### src/rtl/dm_20x10.sv
// Signed 20x10 combinational multiplier; returns the exact 30-bit two's-complement product.
module dm_20x10 (
    input  logic signed [19:0] in1_i,
    input  logic signed [9:0]  in2_i,
    output logic signed [29:0] prod_o
);

    assign prod_o = in1_i * in2_i;

endmodule

### src/rtl/mul_arb_20x10.sv
// Two-requester round-robin front end sharing one dm_20x10 through a two-stage
// valid/ready pipeline (operand register S1, product register S2).
module mul_arb_20x10 (
    input  logic        clk,
    input  logic        rst,
    input  logic        a_valid,
    output logic        a_ready,
    input  logic [19:0] a_IN1,
    input  logic [9:0]  a_IN2,
    input  logic        b_valid,
    output logic        b_ready,
    input  logic [19:0] b_IN1,
    input  logic [9:0]  b_IN2,
    output logic        out_valid,
    input  logic        out_ready,
    output logic [29:0] out_result,
    output logic        out_id,
    output logic [15:0] op_count
);

    logic        s1_valid_q, s1_id_q, prio_q;
    logic [19:0] s1_in1_q, s1_in1_d;
    logic [9:0]  s1_in2_q, s1_in2_d;
    logic        out_valid_q, out_id_q;
    logic [29:0] out_result_q;
    logic [15:0] op_count_q;
    logic [29:0] prod;
    logic        adv1, adv2, grant_a, grant_b, accept;

    dm_20x10 u_dm (
        .in1_i  (s1_in1_q),
        .in2_i  (s1_in2_q),
        .prod_o (prod)
    );

    always_comb begin
        adv2     = !out_valid_q || out_ready;
        adv1     = !s1_valid_q || adv2;
        // prio selects only on contention; a lone requester always wins.
        grant_a  = a_valid && (!b_valid || !prio_q);
        grant_b  = b_valid && (!a_valid || prio_q);
        a_ready  = adv1 && grant_a && !rst;
        b_ready  = adv1 && grant_b && !rst;
        accept   = a_ready || b_ready;
        s1_in1_d = b_ready ? b_IN1 : a_IN1;
        s1_in2_d = b_ready ? b_IN2 : a_IN2;
    end

    always_ff @(posedge clk) begin
        if (rst) begin
            s1_valid_q   <= 1'b0;
            s1_id_q      <= 1'b0;
            prio_q       <= 1'b0;
            out_valid_q  <= 1'b0;
            out_id_q     <= 1'b0;
            out_result_q <= '0;
            op_count_q   <= '0;
        end else begin
            if (adv1) begin
                s1_valid_q <= accept;
                if (accept) begin
                    s1_id_q <= b_ready;
                    prio_q  <= a_ready;
                end
            end
            if (adv2) begin
                out_valid_q <= s1_valid_q;
                // Product register only moves on real data so stale operands never show.
                if (s1_valid_q) begin
                    out_result_q <= prod;
                    out_id_q     <= s1_id_q;
                end
            end
            if (out_valid_q && out_ready) begin
                op_count_q <= op_count_q + 16'd1;
            end
        end
    end

    // Operand registers carry no reset; they are qualified by s1_valid_q.
    always_ff @(posedge clk) begin
        if (adv1 && accept) begin
            s1_in1_q <= s1_in1_d;
            s1_in2_q <= s1_in2_d;
        end
    end

    assign out_valid  = out_valid_q;
    assign out_result = out_result_q;
    assign out_id     = out_id_q;
    assign op_count   = op_count_q;

endmodule

### config.mk
export PLATFORM = sky130hd
export DESIGN_NAME = mul_arb_20x10
export DESIGN_NICKNAME = d
export VERILOG_FILES = /design/src/rtl/dm_20x10.sv /design/src/rtl/mul_arb_20x10.sv
export SDC_FILE = /design/constraint.sdc
export NUM_CORES = 1
export LEC_CHECK = 0
export ABC_AREA = 1
export BUFFER_PORTS_ARGS = -buffer_cell sky130_fd_sc_hd__buf_2
export CAP_MARGIN = 40
export CORE_ASPECT_RATIO = 0.75
export CORE_UTILIZATION = 30
export DETAILED_ROUTE_END_ITERATION = 8
export PLACE_DENSITY = 0.57
export SYNTH_ARGS = -nofsm -noshare
export SYNTH_HDL_FRONTEND = slang
export SYNTH_HIERARCHICAL = 1
export SYNTH_SLANG_ARGS = --single-unit
### constraint.sdc
create_clock -name clk -period 6.9 [get_ports clk]
set_clock_uncertainty 0.2 [all_clocks]
set_input_delay 0.345 -clock clk [delete_from_list [all_inputs] [get_ports clk]]
set_output_delay 0.345 -clock clk [all_outputs]
set_load 0.05 [all_outputs]
==> results of run 1 <==
[synthesized netlist by cell type, drive strengths merged (15+ instances only)]
| cell type | number | area (um2) |
|---|---|---|
| inv | 367 | 1380 |
| o21ai | 48 | 240 |
| dfxtp | 51 | 1020 |
| clkbuf | 43 | 165 |
| edfxtp | 30 | 901 |
| nand3 | 33 | 188 |
| nor2 | 141 | 594 |
| nand2 | 457 | 1750 |
| fa | 171 | 3420 |
| xor2 | 15 | 131 |
| a21oi | 38 | 194 |
| ha | 70 | 876 |
[per-stage QoR]
step,hold slack [ps],setup WS [ps],cells
final,44.6,1010,2101
after global placement,252,1010,2085
after floorplan,233,1740,1521
after CTS,20.3,1000,2101
after detailed placement,268,1020,2085
after global routing,43.4,637,2101
[logic make-up after synthesis]
family                   after synthesis  synth area share, %
AO/OA/AOI/OAI                         96                 4.52
flip-flops                            81                 17.1
adder cells (fa/ha/maj)              241                 38.2
AND/OR/NAND/NOR                      662                 24.3
XOR/XNOR                              16                 1.25
buffers and inverters                425                 14.7
[worst register-to-register path: cells and delay by family (launching register included)]
family	cells	cell delay, ps
AND/OR/NAND/NOR	8	1220
flip-flops	1	370
adder cells (fa/ha/maj)	6	2980
AO/OA/AOI/OAI	2	490
buffers and inverters	5	510
[flip-flops by register name, indices dropped and copies added (netlist names)]
signal and cells:
op_count 16, out_id 1, out_result 30, out_valid 1, prio_q 1, s1_id_q 1, s1_in1_q 20, s1_in2_q 10
s1_valid_q 1
[cell type report]
type | count | area, um2
fillers | 4032 | 24500
well taps | 504 | 631
clock inverters | 5 | 56.3
repair buffers | 117 | 593
clock buffers | 11 | 233
inverters | 368 | 1380
multi-input cells | 1015 | 7670
flip-flops and latches | 81 | 1920
[placed cells by master, fill, tap and decap left out, types with 7 or more instances in the layout]
cell type / Yosys / routed
edfxtp_1: 30 / 30
inv_1: 365 / 365
o21ai_0: 43 / 43
clkbuf_16: 0 / 9
nor2_1: 128 / 128
a21oi_1: 37 / 37
xor2_1: 15 / 15
buf_2: 4 / 114
dfxtp_1: 51 / 51
nand2_1: 447 / 447
nand2_2: 8 / 8
nand3_1: 30 / 30
nor2_2: 10 / 10
nand4_1: 14 / 14
ha_1: 70 / 70
o21bai_1: 7 / 7
fa_1: 171 / 171
[worst min path at each step]
stage	startpoint	to	slack [ps]
4_1_cts	a_IN1[11]	s1_in1_q[11]	20
3_5_place_dp	out_result[15]	out_result[15]	270
6_report	a_IN1[17]	s1_in1_q[17]	40
2_1_floorplan	s1_id_q	s1_id_q	230
3_3_place_gp	s1_id_q	s1_id_q	250
5_1_grt	a_IN1[11]	s1_in1_q[11]	40
[layer usage]
layer	GRT usage, %	vias up	part of all wire, %	wire length, um
met3	2.49	23	4.7	1330
met1	21.6	4526	48	13500
li1	-	4576	-	-
met2	26.7	190	47	13300
met5	0	-	0	0
met4	3.70	0	1.1	324
==> out/results.ini, run 1 <==
[timing]
timing.final.crit_share_pct = 85.4
fmax_ghz = 0.170
tightestPinTransition_ps = 922
final.setup.tns_ps = 0
period_needed_ps = 5890
maxSlewHeadroom_pct = 38.5
hold_viol_final = 0
setup_viol = 0
rsz0062_at_grt = false
maxSlewViolCount = 0

[layout]
area_delta_synth_final_pct = 11.1
antenna_cells = 0
drive_above_1_share_pct = 10.3
nNetsFinal = 1898
fin_util_pct = 33.8
post-route-cell-area_um2 = 12500

[logic_synthesis]
syn_inst = 1521
synth_cell_type_count = 43
syn_nets = 1827
yosys_warnings = 6
ys_seq_elements = 81
netlist_area_um2 = 11200
yosysSeqAreaShare_pct = 17.1
synth-edff-count = 30
ys.flop_type = dfxtp_1
avgSynthCellArea_um2 = 7.39
async_flop_share_pct = 0

[clocking]
post_cts_buffers = 0
numCtsBuffers = 9
cts_tree = built
htreeDepth = 3
root_buffer = clkbuf_16
clk_latency_ps = 370
cts_buffer_depth = 2
ctsResizeCount = 0
clock_sinks = 81
clkTransAtPathRegs_ps = 60
cts_hold_buf = 0

[floorplanning]
placementRows = 61
die_y_um = 170
io_pins = 115
die-area_um2 = 38300
core_um2 = 37000
die_w_um = 226
start_util_pct = 30.4

[detailed_routing]
viasPerCell = 4.43
wire_per_inst_um = 13.5
first_iter_violations = 542
route.detailed.drc = 0
routed_wl_um = 28400
vias = 9315
ant_nets = 0
drtPass1Iterations = 5

[flow_run]
drv_cap = 0

[critical_path]
cp.depth = 21
endpoint = out_result[27]
crit_family = adder cells
critPathLaunch = s1_in2_q[9]
crit_path_max_incr_delay_ps = 540
crit_path_top_delay_cell = fa_1
critPathRequiredTime_ps = 6960
cp_max_fo = 20
crit_chain = inv_1 > or2_2 > fa_1 > fa_1 > inv_1 > fa_1 > fa_1 > inv_1 > fa_1 > inv_1 > ha_1 > nand2_1 > inv_1 > a21oi_1 > nand2_2 > nand3_1 > nand3_1 > nand2_1 > nand2_1 > o21ai_1 > nor2_1
ff2ff_path_depth = 21
critPathBufInv = 5
r2r-end = out_result[27]
crit_type = reg2reg
r2r_slack_ps = 1010
start_kind = register
crit_arrival_ps = 5950
cp-end-kind = register
reg2reg_from = s1_in2_q[9]

[placement]
placed_cell_area_um2 = 12200
dp_hpwl_um = 23300
routabilityCongestion = 0.911
io_buffers = 114

[global_routing]
overflow = 0
antenna_found_initial = 1
grtUsageTotal_pct = 16.0
grt_first_pass_wirelength_um = 47800
grt_max_degree = 45
grt_pass1_vias = 9630

[hold_path]
min_delay_path_depth = 3
hp-class = in2reg

[run_status]
outcome = finished, final reports clean

Power of run 1 is not shown: default switching activity piles up to over one toggle a cycle in this logic, so the estimate is an artifact.
==> inputs of run 2 (changes only) <==
--- a/config.mk
+++ b/config.mk
@@ -12,6 +12,7 @@
 export CORE_UTILIZATION = 30
 export DETAILED_ROUTE_END_ITERATION = 8
 export PLACE_DENSITY = 0.57
+export RECOVER_POWER = 25
 export SYNTH_ARGS = -nofsm -noshare
 export SYNTH_HDL_FRONTEND = slang
 export SYNTH_HIERARCHICAL = 1
==> run 2 against run 1 <==
Against the previous run: the flow now finishes with violations (max-capacitance violations, max-slew violations); first-iteration DRC count grew 5.4%; design area shrank 0.42%; worst setup slack lost 89 ps; die area is the same; critical endpoint is now out_result[23].
==> out/results.ini, run 2 (synthesized netlist as in run 1, its figures left out) <==
[run_status]
outcome = complete, but fails checks
failed_checks = max-capacitance violations, max-slew violations

[placement]
dp_hpwl_um = 23300
io_buffers = 114
placedCellCount = 2085
routabilityCongestion = 0.911

[layout]
nNetsFinal = 1898
final_cell_mix = nand2_1, inv_1, fa_1
largest_reg_flops = 30
drive_above_1_share_pct = 8.27
area_delta_synth_final_pct = 10.6
n_fill_cell = 4040
instances_no_fill = 2101
antenna_cells = 0
regArea_um2 = 1920
multi_input_area_um2 = 7660
layout_commonest_cell = nand2_1

[clocking]
cts_tree = built
cts_hold_buf = 0
clkTransAtPathRegs_ps = 60
numCtsBuffers = 9
clock_sinks = 81
root_buffer = clkbuf_16
htreeDepth = 3
post_cts_buffers = 0
ctsResizeCount = 0
clk_latency_ps = 370
cts_buffer_depth = 2

[timing]
maxSlewViolCount = 45
rsz0062_at_grt = false
setup_viol = 0
maxSlewHeadroom_pct = -15.9
period_needed_ps = 5980
fmax_ghz = 0.167
hold_viol_final = 0
final.setup.tns_ps = 0
timing.final.crit_share_pct = 86.7
tightestPinTransition_ps = 1740

[detailed_routing]
route.met3.wl_um = 1310
routed_wl_um = 28500
viasPerCell = 4.43
wl_met2_um = 13300
route.detailed.drc = 0
first_iter_violations = 571
highest_layer = met4
wire_per_inst_um = 13.5
drtPass1Iterations = 5
wl_met1_um = 13500
vias = 9299
ant_nets = 0

[critical_path]
cp-end-kind = register
critPathLaunch = s1_in2_q[4]
r2r_slack_ps = 920
ff2ff_path_depth = 20
crit_type = reg2reg
crit_arrival_ps = 6080
reg2reg_from = s1_in2_q[4]
start_kind = register
critPathRequiredTime_ps = 7000
cp_max_fo = 20
r2r-end = out_result[23]

[global_routing]
antenna_found_initial = 1
overflow = 0
grt_pass1_vias = 9630
grtUsageTotal_pct = 16.0
grt_max_degree = 45
grt_first_pass_wirelength_um = 47800

[floorplanning]
placementRows = 61
die_w_um = 226
core_um2 = 37000
io_pins = 115
start_util_pct = 30.4
die-area_um2 = 38300
die_y_um = 170

[hold_path]
hp-start = a_IN1[17]
min_delay_path_depth = 3
hp-class = in2reg
hold_end = s1_in1_q[17]

[flow_run]
drv_cap = 1

run 2: through the flow:
stage / worst slack, ps / area, um2 / hold slack (ps) / util, %
6_report: 918 / 12400 / 44.5 / 33.6
4_1_cts: 1000 / 12500 / 20.3 / 33.8
5_1_grt: 617 / 12400 / 43.4 / 33.6
3_3_place_gp: 1010 / 12200 / 252 / 33.0
3_5_place_dp: 1020 / 12200 / 268 / 33.0
2_1_floorplan: 1740 / 11200 / 233 / -
run 2: cell type report:
type,instances,share of cell area [%]
multi-input combinational,1015,61.6
inverter,368,11.1
tap,504,5.07
clock inverter,5,0.453
timing repair buffer,117,4.45
sequential,81,15.4
clock buffer,11,1.87
run 2: worst max-delay path: stages, from the launching register on:
cell and delay (ps):
edfxtp_1 940, nand2_1 190, fa_1 580, inv_1 50
fa_1 500, fa_1 520, fa_1 540, inv_1 50
fa_1 520, inv_1 40, ha_1 340, nand2_1 110
inv_1 130, nand2_1 140, nor3_1 370, nand3_1 190
nand3_1 130, nand2_1 50, nand2_1 50, o21ai_0 80
nor2_1 160
run 2: worst max path at each step:
| stage | endpoint | slack [ps] | depth (start not counted) |
|---|---|---|---|
| global route | out_result[29] | 620 | 22 |
| CTS | out_result[27] | 1000 | 20 |
| floorplan | out_result[19] | 1740 | 21 |
| detailed placement | out_result[27] | 1020 | 20 |
| finish | out_result[23] | 920 | 20 |
| global placement | out_result[23] | 1010 | 19 |
run 2: metal layers:
layer / up-vias / track usage [%]
met2: 190 / 26.7
met3: 22 / 2.49
li1: 4578 / -
met1: 4509 / 21.6
met4: 0 / 3.70
met5: - / 0
Power of run 2 is left out for the same reason.
==> inputs of run 3 (changes only) <==
--- a/config.mk
+++ b/config.mk
@@ -11,9 +11,9 @@
 export CORE_ASPECT_RATIO = 0.75
 export CORE_UTILIZATION = 30
 export DETAILED_ROUTE_END_ITERATION = 8
+export MAX_ROUTING_LAYER = met4
 export PLACE_DENSITY = 0.57
 export RECOVER_POWER = 25
 export SYNTH_ARGS = -nofsm -noshare
 export SYNTH_HDL_FRONTEND = slang
-export SYNTH_HIERARCHICAL = 1
 export SYNTH_SLANG_ARGS = --single-unit
==> run 3 against run 2 <==
Against the previous run: the run still ends with max-capacitance violations, max-slew violations left; flip-flop and latch count did not move; critical endpoint is now out_result[28]; worst hold slack worse by 3.0 ps; synthesized area increased by 1.8%.
==> out/results.ini, run 3 <==
[floorplanning]
die-area_um2 = 39000
placementRows = 61
die_w_um = 228
core_um2 = 37300
die_y_um = 171
io_pins = 115
start_util_pct = 30.7

[critical_path]
cp-end-kind = register
critPathRequiredTime_ps = 6970
start_kind = register
crit_type = reg2reg
crit_arrival_ps = 6050
cp_max_fo = 20

[logic_synthesis]
yosysTopAreaCellShare_pct = 29.9
netlist_area_um2 = 11500
yosysSeqAreaShare_pct = 16.8
yosys_warnings = 0
syn_inst = 1577
synth_cell_type_count = 40
async_flop_share_pct = 0
synth_area_leader_cell = fa_1
avgSynthCellArea_um2 = 7.26
synth-edff-count = 30
syn_nets = 1883
synth_common_cells = nand2_1, inv_1, fa_1
ys_seq_elements = 81
synth_area_leaders = fa_1, nand2_1, inv_1
ys.flop_type = dfxtp_1
yosysMostFrequentCell = nand2_1

[placement]
dp_hpwl_um = 23900
io_buffers = 114
routabilityCongestion = 0.902

[run_status]
failed_checks = max-capacitance violations, max-slew violations
outcome = complete, but fails checks

[detailed_routing]
wl_met2_um = 13900
ant_nets = 0
viasPerCell = 4.40
route.met3.wl_um = 1500
drtPass1Iterations = 4
routed_wl_um = 29300
wire_per_inst_um = 13.6
vias = 9502
route.detailed.drc = 0
wl_met1_um = 13700
first_iter_violations = 515
highest_layer = met4

[layout]
nNetsFinal = 1958
multi_input_area_um2 = 7790
regArea_um2 = 1920
drive_above_1_share_pct = 9.54
n_fill_cell = 4005
layout_commonest_cell = nand2_1
final_cell_mix = nand2_1, inv_1, fa_1
area_delta_synth_final_pct = 11.5
largest_reg_flops = 30
antenna_cells = 0

[timing]
rsz0062_at_grt = false
final.setup.tns_ps = 0
setup_viol = 0
hold_viol_final = 0
period_needed_ps = 5980
maxSlewViolCount = 39
maxSlewHeadroom_pct = -22.6
fmax_ghz = 0.167
timing.final.crit_share_pct = 86.6
tightestPinTransition_ps = 1840

[clocking]
cts_hold_buf = 0
clkTransAtPathRegs_ps = 60
post_cts_buffers = 0
numCtsBuffers = 9
htreeDepth = 3
clk_latency_ps = 370
cts_buffer_depth = 2
root_buffer = clkbuf_16
clock_sinks = 81
ctsResizeCount = 0
cts_tree = built

[global_routing]
antenna_found_initial = 1
grt_max_degree = 47
grt_first_pass_wirelength_um = 48900
overflow = 0
grtUsageTotal_pct = 16.8
grt_pass1_vias = 9669

[flow_run]
drv_cap = 1

[hold_path]
hp-class = in2reg

[run 3: cell count changes in the layout (fill, tap and decap cells not counted), moves of 4 or more]
cell / previous run / this run
buf_2: 85 / 77
clkbuf_1: 32 / 37
inv_1: 365 / 389
inv_2: 1 / 14
nand2_1: 448 / 471
nand2_2: 7 / 16
nand3_1: 30 / 45
nor2_1: 130 / 115
nor2_4: 0 / 4
o21ai_0: 43 / 25
xor2_1: 15 / 10
[run 3: logic make-up (layout without fill, tap and decap cells)]
logic type,count (synthesis),count (layout),synth area share (%)
flip-flops,81,81,16.8
AND/OR/NAND/NOR,700,700,25.5
XOR/XNOR,14,14,1.07
buffers and inverters,459,539,15.2
AO/OA/AOI/OAI,82,82,3.90
adder cells (fa/ha/maj),241,241,37.5
[run 3: worst max-delay path, cell delays in order (launching register included)]
cell and delay, ps:
edfxtp_1 890, nand2_1 190, inv_1 180, fa_1 540, fa_1 720, inv_1 120
fa_1 490, inv_1 50, fa_1 500, inv_1 50, fa_1 470, inv_1 40
ha_1 350, nand2_1 120, nor2_1 210, nor3b_1 250, nand2_1 150, nand4_1 100
nand3_1 110, nand2_1 100, inv_1 40
[run 3: routing by layer]
layer	track usage (%)	vias to the layer above
met1	21.8	4551
met4	3.79	0
met3	2.77	19
met2	27.5	205
li1	-	4727
met5	-	-
[run 3: path summary, 6_finish.rpt]
kind,start,slack (ps),depth (start not counted),to
hold / removal,b_IN2[8],40,3,s1_in2_q[8]
setup / recovery,s1_in2_q[1],920,20,out_result[28]
setup reg to reg,s1_in2_q[1],920,20,out_result[28]
hold reg to reg,s1_id_q,260,2,s1_id_q
[run 3: area by class of cell]
class	instances	area share (%)
clock inverters	4	0.245
flip-flops and latches	81	15.0
repair buffers	120	4.73
well taps	504	4.94
clock buffers	12	2.17
multi-input cells	1037	61.0
inverters	403	11.8
[run 3: metrics by stage]
step                      hold slack, ps  utilization, %  setup slack (ps)  cell area (um2)  instances
after floorplan                      238               -              1840            11500       1577
after global placement               249            33.4              1030            12500       2142
after detailed placement             257            33.5              1030            12500       2144
after CTS                           16.2            34.3               977            12800       2160
after global routing                37.8            34.2               539            12800       2161
final                               41.6            34.2               923            12800       2161
Power of run 3 is left out for the same reason.
